--- src/rtl/weighted_rr_pkg.sv ---
// Shared types and helpers for the weighted round-robin arbiter.
package weighted_rr_pkg;

    localparam int unsigned MaxChannels = 64;
    localparam int unsigned MaxWeightW  = 16;

    typedef enum logic [1:0] {
        INIT,
        IDLE,
        GRANT
    } state_t;

    // A programmed weight of zero still grants one cycle.
    function automatic logic [MaxWeightW-1:0] w_eff(input logic [MaxWeightW-1:0] w);
        return (w == '0) ? MaxWeightW'(1) : w;
    endfunction

    // Rotate the low n bits of v left by one position.
    function automatic logic [MaxChannels-1:0] rotate_left(input logic [MaxChannels-1:0] v,
                                                           input int unsigned n);
        logic [MaxChannels-1:0] r;
        r = '0;
        for (int unsigned i = 0; i < MaxChannels; i++) begin
            if (i < n) begin
                r[(i + 1) % n] = v[i];
            end
        end
        return r;
    endfunction

endpackage

--- src/rtl/rr_pick.sv ---
// Circular priority pick: first requester after ptr, wrapping round to ptr itself.
module rr_pick
    import weighted_rr_pkg::*;
#(
    parameter int unsigned CHANNELS = 8
) (
    input  logic [CHANNELS-1:0] ptr,
    input  logic [CHANNELS-1:0] r,
    output logic [CHANNELS-1:0] winner
);

    logic [MaxChannels-1:0] cand;

    always_comb begin
        winner = '0;
        cand   = MaxChannels'(ptr);
        for (int unsigned k = 0; k < CHANNELS; k++) begin
            cand = rotate_left(cand, CHANNELS);
            if (winner == '0 && (cand[CHANNELS-1:0] & r) != '0) begin
                winner = cand[CHANNELS-1:0];
            end
        end
    end

endmodule

--- src/rtl/weighted_rr_arbiter.sv ---
// Weighted round-robin arbiter: holds each grant for up to its channel weight in cycles,
// hands over without a bubble and registers a prediction of the next winner.
module weighted_rr_arbiter
    import weighted_rr_pkg::*;
#(
    parameter int unsigned CHANNELS = 8,
    parameter int unsigned WEIGHT_W = 4
) (
    input  logic                         clk,
    input  logic                         rst,
    input  logic [CHANNELS-1:0]          req,
    input  logic [CHANNELS*WEIGHT_W-1:0] weight,
    input  logic                         weight_load,
    output logic [CHANNELS-1:0]          gnt,
    output logic                         gnt_valid,
    output logic                         gnt_last,
    output logic [CHANNELS-1:0]          next_gnt
);

    localparam logic [CHANNELS-1:0] PtrRst = {1'b1, {(CHANNELS - 1){1'b0}}};
    localparam logic [CHANNELS*WEIGHT_W-1:0] WeightRst = {CHANNELS{WEIGHT_W'(1)}};

    state_t                       state_q, state_d;
    logic [WEIGHT_W-1:0]          credit_q, credit_d;
    logic [CHANNELS-1:0]          ptr_q, ptr_d;
    logic [CHANNELS-1:0]          gnt_q, gnt_d;
    logic [CHANNELS-1:0]          next_gnt_q, next_gnt_d;
    logic [CHANNELS*WEIGHT_W-1:0] weight_q;
    logic                         gnt_valid_q, gnt_last_q;
    logic [CHANNELS-1:0]          winner, pred_ptr;
    logic [WEIGHT_W-1:0]          win_weight, win_credit;
    logic                         hold;

    rr_pick #(.CHANNELS(CHANNELS)) u_pick_gnt (
        .ptr    (ptr_q),
        .r      (req),
        .winner (winner)
    );

    // Prediction scans from the grant being loaded, or from ptr when nothing is granted.
    assign pred_ptr = (gnt_d != '0) ? gnt_d : ptr_d;

    rr_pick #(.CHANNELS(CHANNELS)) u_pick_next (
        .ptr    (pred_ptr),
        .r      (req),
        .winner (next_gnt_d)
    );

    always_comb begin
        win_weight = '0;
        for (int unsigned i = 0; i < CHANNELS; i++) begin
            if (winner[i]) begin
                win_weight = win_weight | weight_q[i*WEIGHT_W +: WEIGHT_W];
            end
        end
        win_credit = WEIGHT_W'(w_eff(MaxWeightW'(win_weight)));
    end

    always_comb begin
        state_d  = state_q;
        credit_d = credit_q;
        ptr_d    = ptr_q;
        gnt_d    = gnt_q;
        hold     = 1'b0;
        case (state_q)
            INIT: begin
                state_d  = IDLE;
                gnt_d    = '0;
                credit_d = '0;
            end
            IDLE, GRANT: begin
                hold = (state_q == GRANT) && ((req & gnt_q) != '0) &&
                       (credit_q > WEIGHT_W'(1));
                if (hold) begin
                    credit_d = credit_q - WEIGHT_W'(1);
                end else begin
                    gnt_d = winner;
                    if (winner != '0) begin
                        ptr_d    = winner;
                        credit_d = win_credit;
                        state_d  = GRANT;
                    end else begin
                        credit_d = '0;
                        state_d  = IDLE;
                    end
                end
            end
            default: begin
                state_d  = INIT;
                gnt_d    = '0;
                credit_d = '0;
            end
        endcase
    end

    always_ff @(posedge clk or posedge rst) begin
        if (rst) begin
            state_q     <= INIT;
            credit_q    <= '0;
            ptr_q       <= PtrRst;
            weight_q    <= WeightRst;
            gnt_q       <= '0;
            next_gnt_q  <= '0;
            gnt_valid_q <= 1'b0;
            gnt_last_q  <= 1'b0;
        end else begin
            state_q     <= state_d;
            credit_q    <= credit_d;
            ptr_q       <= ptr_d;
            gnt_q       <= gnt_d;
            next_gnt_q  <= next_gnt_d;
            gnt_valid_q <= |gnt_d;
            gnt_last_q  <= (state_d == GRANT) && (credit_d == WEIGHT_W'(1));
            if (weight_load) begin
                weight_q <= weight;
            end
        end
    end

    assign gnt       = gnt_q;
    assign gnt_valid = gnt_valid_q;
    assign gnt_last  = gnt_last_q;
    assign next_gnt  = next_gnt_q;

endmodule

--- config.mk ---
export PLATFORM = sky130hd
export DESIGN_NAME = weighted_rr_arbiter
export DESIGN_NICKNAME = d
export VERILOG_FILES = /design/src/rtl/weighted_rr_pkg.sv /design/src/rtl/rr_pick.sv /design/src/rtl/weighted_rr_arbiter.sv
export SDC_FILE = /design/constraint.sdc
export NUM_CORES = 1
export LEC_CHECK = 0
export BUFFER_PORTS_ARGS = -buffer_cell sky130_fd_sc_hd__buf_2
export CORE_MARGIN = 1
export CORE_UTILIZATION = 38
export CTS_BUF_LIST = sky130_fd_sc_hd__clkbuf_4
export DETAILED_ROUTE_END_ITERATION = 8
export HOLD_SLACK_MARGIN = 0.08
export PLACE_DENSITY = 0.57
export SLEW_MARGIN = 5
export SYNTH_ARGS = -nofsm -noshare
export SYNTH_HDL_FRONTEND = slang
export SYNTH_SLANG_ARGS = --single-unit
--- constraint.sdc ---
create_clock -name clk -period 10.3 [get_ports clk]
set_input_delay 2.06 -clock clk [delete_from_list [all_inputs] [get_ports clk]]
set_output_delay 2.06 -clock clk [all_outputs]
set_load 0.05 [all_outputs]
== After elaboration in Yosys (flattened, before gate mapping) ==
Cells that the tools add are included.

* Add/subtract/negate cells: 1
* Order comparisons: 1
* Eq/ne operators: 4
* Mux-type cells: 37
* Bitwise logic cells: 24
* Reduce and logical (&&, ||, !) cells: 54

{| class="wikitable"
|+ Operator list
! operator !! count
|-
| $mux W8 || 22
|-
| $reduce_bool A8 Y1 || 19
|-
| $and A8 B8 Y8 || 17
|-
| $logic_not A8 Y1 || 14
|-
| $mux W4 || 12
|-
| $or A4 B4 Y4 || 7
|-
| $logic_and A1 B1 Y1 || 17
|-
| $reduce_or A8 Y1 || 1
|-
| $eq A2 B2 Y1 const B || 2
|-
| $eq A4 B1 Y1 const B || 1
|-
| $gt A4 B1 Y1 const B || 1
|-
| $logic_not A4 Y1 || 1
|-
| $mux W2 || 2
|-
| $pmux W2 S2 || 1
|-
| $sub A4 B1 Y4 const B || 1
|-
| $eq A2 B1 Y1 const B || 1
|-
| $logic_not A2 Y1 || 1
|-
| $reduce_or A2 Y1 || 1
|}

* Register bits after elaboration: 64
* Output and inout bits: 18
* Logic and storage cells: 129

== Longest topological paths before layout ==
* Depth in word-level cells: 53
* Gate-level depth with buffers: 32

== Cells and area by module ==
From an unflattened synthesis, not the netlist that was laid out.

* Cells, all modules: 623
* Area, all modules: 5526.6 um2

{| class="wikitable"
|+ By module, submodules not included
! module !! instances !! cells an instance !! area each (um2) !! sequential area each (um2)
|-
| weighted_rr_arbiter || 1 || 207 || 2798.9 || 1612.8
|-
| rr_pick || 2 || 208 || 1363.8 || 0.0
|}

== Worst setup path before layout ==
Ideal clock, no wire load.

* Path type: in2reg
* Start: in req[5]
* End: reg next_gnt_q[7] (netlist: next_gnt[7])
* Setup time: 0.104 ns
* Data arrival time: 9.371 ns
* Setup slack: 0.826 ns
* Stages: 30
* Cell sequence: buf_2 > a222oi_1 > buf_2 > and3_1 > buf_6 > o21ai_2 > or4_4 > o2111ai_2 > nor2_2 > or4_4 > or4_1 > o211a_2 > a31o_1 > buf_2 > or4_4 > or3_1 > buf_2 > and3_1 > buf_6 > buf_6 > a31oi_2 > nor4_1 > a2111o_1 > or4_4 > o311ai_4 > nor2_2 > mux2i_1 > a221oi_1 > nand4_2 > o41ai_2

* Elaborated cells on any way between the ends: 88

{| class="wikitable"
|+ RTL lines
! item !! line !! source
|-
| from (decl) || weighted_rr_arbiter.sv:11 || <nowiki>input logic [CHANNELS-1:0] req,</nowiki>
|-
| $and A8 B8 Y8 || rr_pick.sv:19 || <nowiki>if (winner == '0 && (cand[CHANNELS-1:0] & r) != '0) begin</nowiki>
|-
| $reduce_bool A8 Y1 || rr_pick.sv:19 ||
|-
| $mux W8 || rr_pick.sv:19 ||
|-
| $logic_not A8 Y1 || rr_pick.sv:19 ||
|-
| $logic_and A1 B1 Y1 || rr_pick.sv:19 ||
|-
| $mux W8 || rr_pick.sv:19 ||
|-
| $logic_not A8 Y1 || rr_pick.sv:19 ||
|-
| $logic_and A1 B1 Y1 || rr_pick.sv:19 ||
|-
| [18 not listed] || n/a ||
|-
| named net gnt_d[0] || weighted_rr_arbiter.sv:26 || <nowiki>logic [CHANNELS-1:0] gnt_q, gnt_d;</nowiki>
|-
| [19 not listed] || n/a ||
|-
| $mux W8 || rr_pick.sv:19 ||
|-
| $logic_not A8 Y1 || rr_pick.sv:19 ||
|-
| $logic_and A1 B1 Y1 || rr_pick.sv:19 ||
|-
| $mux W8 || rr_pick.sv:19 ||
|-
| $logic_not A8 Y1 || rr_pick.sv:19 ||
|-
| $logic_and A1 B1 Y1 || rr_pick.sv:19 ||
|-
| $mux W8 (*) || rr_pick.sv:19 ||
|-
| named net next_gnt_d[7] || weighted_rr_arbiter.sv:27 || <nowiki>logic [CHANNELS-1:0] next_gnt_q, next_gnt_d;</nowiki>
|-
| to (signal assigned) || weighted_rr_arbiter.sv:111 || <nowiki>next_gnt_q <= next_gnt_d;</nowiki>
|-
| to (decl) || weighted_rr_arbiter.sv:27 ||
|}

The timed path passes the listed nets; every way through them passes the cells marked *.
A chain may end at the register's enable or synchronous reset.

== Worst setup path after layout ==
* Start: in req[5]
* End: reg next_gnt_q[7] (netlist: next_gnt[7])

* Word-level cells in the longest chain between the ends: 53
* Elaborated cells on any way between the ends: 88

{| class="wikitable"
|+ RTL lines
! item !! line
|-
| $and A8 B8 Y8 || rr_pick.sv:19
|-
| $reduce_bool A8 Y1 || rr_pick.sv:19
|-
| $mux W8 || rr_pick.sv:19
|-
| $logic_not A8 Y1 || rr_pick.sv:19
|-
| $logic_and A1 B1 Y1 || rr_pick.sv:19
|-
| $mux W8 || rr_pick.sv:19
|-
| $logic_not A8 Y1 || rr_pick.sv:19
|-
| $logic_and A1 B1 Y1 || rr_pick.sv:19
|-
| [38 not listed] || n/a
|-
| $mux W8 || rr_pick.sv:19
|-
| $logic_not A8 Y1 || rr_pick.sv:19
|-
| $logic_and A1 B1 Y1 || rr_pick.sv:19
|-
| $mux W8 || rr_pick.sv:19
|-
| $logic_not A8 Y1 || rr_pick.sv:19
|-
| $logic_and A1 B1 Y1 || rr_pick.sv:19
|-
| $mux W8 (*) || rr_pick.sv:19
|-
| named net next_gnt_d[7] || weighted_rr_arbiter.sv:27
|}

Marked as above.

==> report_table.html <==
<table>
<tr><th>Metric</th><th>Value</th></tr>
<tr><th colspan="2">Die</th></tr>
<tr><td>Initial Util</td><td>0.3890</td></tr>
<tr><td>DIE AREA</td><td>approximately 19000 um2</td></tr>
<tr><td>Std-Cell Core Area</td><td>about 18000 um2</td></tr>
<tr><td>Number of cell rows</td><td>around 50</td></tr>
<tr><td>Top-level port count</td><td>61</td></tr>
<tr><td>Width of the die</td><td>around 140 um</td></tr>
<tr><td>Height of the die</td><td>between 100 and 150 um</td></tr>
<tr><th colspan="2">STA</th></tr>
<tr><td>Setup repair after global routing missed its margin</td><td>false</td></tr>
<tr><td>Smallest hold slack</td><td>between 0.4 and 0.5 ns</td></tr>
<tr><td>Measured slew at the worst slew-check pin</td><td>just under 1 ns</td></tr>
<tr><td>Fin crit period</td><td>9.873 ns</td></tr>
<tr><td>Setup_tns</td><td>0 ns</td></tr>
<tr><td>Endpoints failing setup</td><td>0</td></tr>
<tr><td>Achievable clock frequency</td><td>slightly above 100 MHz</td></tr>
<tr><td>Fraction of the cycle the final worst path needs</td><td>0.9586</td></tr>
<tr><td>Number of pins exceeding their max-slew limit in the final report</td><td>0</td></tr>
<tr><td>Headroom to the max-slew limit</td><td>0.3394</td></tr>
<tr><td>Worst clock skew</td><td>roughly 0.026 ns</td></tr>
<tr><td>Fin. Hold Viols</td><td>0</td></tr>
<tr><th colspan="2">Global route</th></tr>
<tr><td>Largest net degree at the start of global routing</td><td>65</td></tr>
<tr><td>Wire length of the first global-routing pass</td><td>between 40000 and 50000 um</td></tr>
<tr><td>Overall fraction of global-route tracks in use</td><td>0.3156</td></tr>
<tr><td>Antenna violations before repair</td><td>2</td></tr>
<tr><td>Via count of the first global-routing pass</td><td>between 7000 and 8000</td></tr>
<tr><td>Total congestion overflow after global routing</td><td>0</td></tr>
<tr><th colspan="2">Clocking</th></tr>
<tr><td>CTS hold repair buffers</td><td>0</td></tr>
<tr><td>CTS tree</td><td>yes</td></tr>
<tr><td>Clock buffer count from CTS</td><td>9</td></tr>
<tr><td>CTS clock-pin slew for the worst setup and hold paths</td><td>around 0.11 ns</td></tr>
<tr><td>Post-CTS Setup Inserts</td><td>0</td></tr>
<tr><td>Longest Clk Path Bufs</td><td>2</td></tr>
<tr><td>Post-cts repair resize count</td><td>0</td></tr>
<tr><td>Clock root buffer master</td><td>clkbuf_4</td></tr>
<tr><td>Clock latency of the later-clocked register in the worst-skew pair</td><td>0.42 ns</td></tr>
<tr><td>Clock sinks</td><td>64</td></tr>
<tr><td>Number of levels in the clock H-tree</td><td>3</td></tr>
<tr><th colspan="2">Layout</th></tr>
<tr><td>Area Growth Syn to Fin</td><td>15.58%</td></tr>
<tr><td>Layout cells sized above 1</td><td>0.2718</td></tr>
<tr><td>Fillers</td><td>1837</td></tr>
<tr><td>Number of nets in the layout</td><td>between 1000 and 1500</td></tr>
<tr><th colspan="2">Critical path</th></tr>
<tr><td>Largest fanout of any net on the critical path</td><td>10</td></tr>
<tr><td>Worst path arrival time</td><td>slightly above 10 ns</td></tr>
<tr><td>Crit-path slowest cell</td><td>a2111oi_2</td></tr>
<tr><td>Crit path launch type</td><td>input port</td></tr>
<tr><td>Critical path type</td><td>input port to flop</td></tr>
<tr><td>Reg2reg path depth</td><td>28</td></tr>
<tr><td>Worst Setup End Kind</td><td>flop</td></tr>
<tr><td>Worst path required time</td><td>10.60 ns</td></tr>
<tr><td>Delay contributed by the slowest stage of the critical path</td><td>about 0.70 ns</td></tr>
<tr><td>Crit path top cell by count</td><td>buf_4</td></tr>
<tr><th colspan="2">Routing</th></tr>
<tr><td>Drt first pass iters</td><td>7</td></tr>
<tr><td>Via-to-Cell Ratio</td><td>7.012</td></tr>
<tr><td>Routed wire length</td><td>between 20000 and 30000 um</td></tr>
<tr><td>Detailed router's first-iteration violation count</td><td>1296</td></tr>
<tr><td>Antenna viol nets, final</td><td>0</td></tr>
<tr><td>Via count</td><td>between 8000 and 9000</td></tr>
<tr><td>Final routed DRC violation total</td><td>0</td></tr>
<tr><td>Post-detailed-route wirelength per cell</td><td>approximately 24 um</td></tr>
<tr><th colspan="2">Placed design</th></tr>
<tr><td>Count of input and output buffers</td><td>60</td></tr>
<tr><td>RD Place Congestion</td><td>approximately 1.0</td></tr>
<tr><td>Total half-perimeter wirelength after legalization and detailed placement</td><td>roughly 22000 um</td></tr>
<tr><th colspan="2">Flow run</th></tr>
<tr><td>Max cap viols</td><td>0</td></tr>
<tr><th colspan="2">Logic synthesis</th></tr>
<tr><td>Synthesis Warnings</td><td>0</td></tr>
<tr><td>Post-synth ARST share</td><td>1.000</td></tr>
<tr><td>Number of enable flip-flop cells after synthesis</td><td>0</td></tr>
<tr><td>Average size of a mapped cell</td><td>about 8.0 um2</td></tr>
<tr><td>Area of the mapped netlist</td><td>roughly 7000 um2</td></tr>
<tr><td>Register bit total from synthesis</td><td>64</td></tr>
<tr><td>Number of library cell types mapped by synthesis</td><td>around 100</td></tr>
<tr><td>Post-Synthesis Net Count</td><td>approximately 920</td></tr>
<tr><td>Dominant synthesized flop cell</td><td>dfrtp_1</td></tr>
<tr><td>Sequential area share after synthesis</td><td>0.2308</td></tr>
<tr><td>Instance count of the mapped netlist</td><td>approximately 870</td></tr>
<tr><th colspan="2">Min path</th></tr>
<tr><td>Type of the tightest min-delay check</td><td>flop to flop</td></tr>
<tr><td>Count of cells along the worst hold path</td><td>2</td></tr>
<tr><th colspan="2">Outcome</th></tr>
<tr><td>Result of the run</td><td>complete, no violations</td></tr>
</table>
logic make-up (layout without fill, tap and decap cells):
kind of cell / Yosys count / in the layout / share of synthesized area
compound gates: 361 / 361 / 0.3973
xor+xnor: 2 / 2 / 0.002507
fa+ha+maj: 5 / 5 / 0.008953
buf+inv: 96 / 197 / 0.06195
flops: 64 / 64 / 0.2308
mux: 33 / 33 / 0.05282
other cells: 0 / 1 / 0
simple gates: 313 / 313 / 0.2457
layout by cell type, fill, tap and decap left out, drive strengths merged, types with 6 or more instances in the layout:
master,count
a211o,7
a211oi,13
a21o,12
a21oi,38
a221o,6
a221oi,14
a222oi,14
a22oi,41
a311o,6
a31o,12
a31oi,24
a41oi,6
and2,11
and3,18
buf,153
clkbuf,10
clkinv,7
dfrtp,55
dfstp,9
inv,24
mux2,31
nand2,53
nand2b,6
nand3,17
nand4,22
nor2,70
nor2b,9
nor3,39
nor4,21
o2111ai,7
o211ai,22
o21a,7
o21ai,45
o22ai,12
o31a,6
o31ai,20
or2,7
or3,11
or4,11
registers in the layout, indices dropped and copies added (netlist names):
signal,cells
ptr_q,8
credit_q,4
gnt,8
gnt_valid,1
gnt_last,1
state_q,2
next_gnt,8
weight_q,32
metal layers:
metal / part of all wire / track usage / vias to the layer above
met3: 0.11 / 0.06107 / 102
met2: 0.44 / 0.4788 / 612
li1: - / - / 3746
met4: 0.036 / 0.1258 / 2
met1: 0.42 / 0.4359 / 3987
met5: 0.00044 / 0 / -
final timing paths:
path / startpoint / to / slack, ns
hold reg to reg: weight_q[16] / weight_q[16] / 0.50
setup reg to reg: ptr_q[3] / next_gnt[7] / 1.36
hold / removal: weight_q[16] / weight_q[16] / 0.50
max in group asynchronous: rst / weight_q[31] / 7.88
setup / recovery: req[5] / next_gnt[7] / 0.43
min in group asynchronous: rst / next_gnt[0] / 1.85
layout make-up:
class,instances,area (um2),area share
diodes,1,2.502,0.0003098
clock inverters,6,37.54,0.004648
repair buffers,153,998.5,0.1236
flip-flops and latches,64,1613,0.1997
clock buffers,10,75.07,0.009295
well taps,229,286.5,0.03548
inverters,28,105.1,0.01301
multi-input cells,714,4959,0.6139
worst max-delay path, delay by kind of cell:
family | cells | cell delay [ns]
buffers and inverters | 6 | 1.20
and+or+nand+nor | 9 | 2.85
AOI/OAI and AO/OA | 14 | 4.02
cells in the mapped netlist, types with 18 or more instances:
master / instances / area share
nor2_1: 66 / 0.035
dfrtp_1: 55 / 0.20
nand2_1: 52 / 0.028
clkbuf_1: 42 / 0.023
a22oi_1: 40 / 0.043
a21oi_1: 38 / 0.027
o21ai_0: 38 / 0.027
nor3_1: 36 / 0.026
mux2_2: 31 / 0.050
a31oi_1: 23 / 0.021
inv_1: 22 / 0.012
nand4_1: 21 / 0.019
o211ai_1: 21 / 0.023
o31ai_1: 19 / 0.020
and3_1: 18 / 0.016
nor4_1: 18 / 0.016
stage by stage:
| step | instances | setup slack, ns | cell area, um2 | utilization |
|---|---|---|---|---|
| final | 1205 | 0.4268 | 8077 | 0.4496 |
| after global routing | 1205 | 0.008819 | 8077 | 0.4496 |
| after CTS | 1204 | 0.5953 | 8058 | 0.4486 |
| after detailed placement | 1188 | 0.1665 | 7945 | 0.4423 |
| after global placement | 1188 | 0.05858 | 7945 | 0.4423 |
| after floorplan | 874 | 0.8256 | 6988 | - |
Power is not shown: default switching activity piles up to over one toggle a cycle in this logic, so the estimate is an artifact.
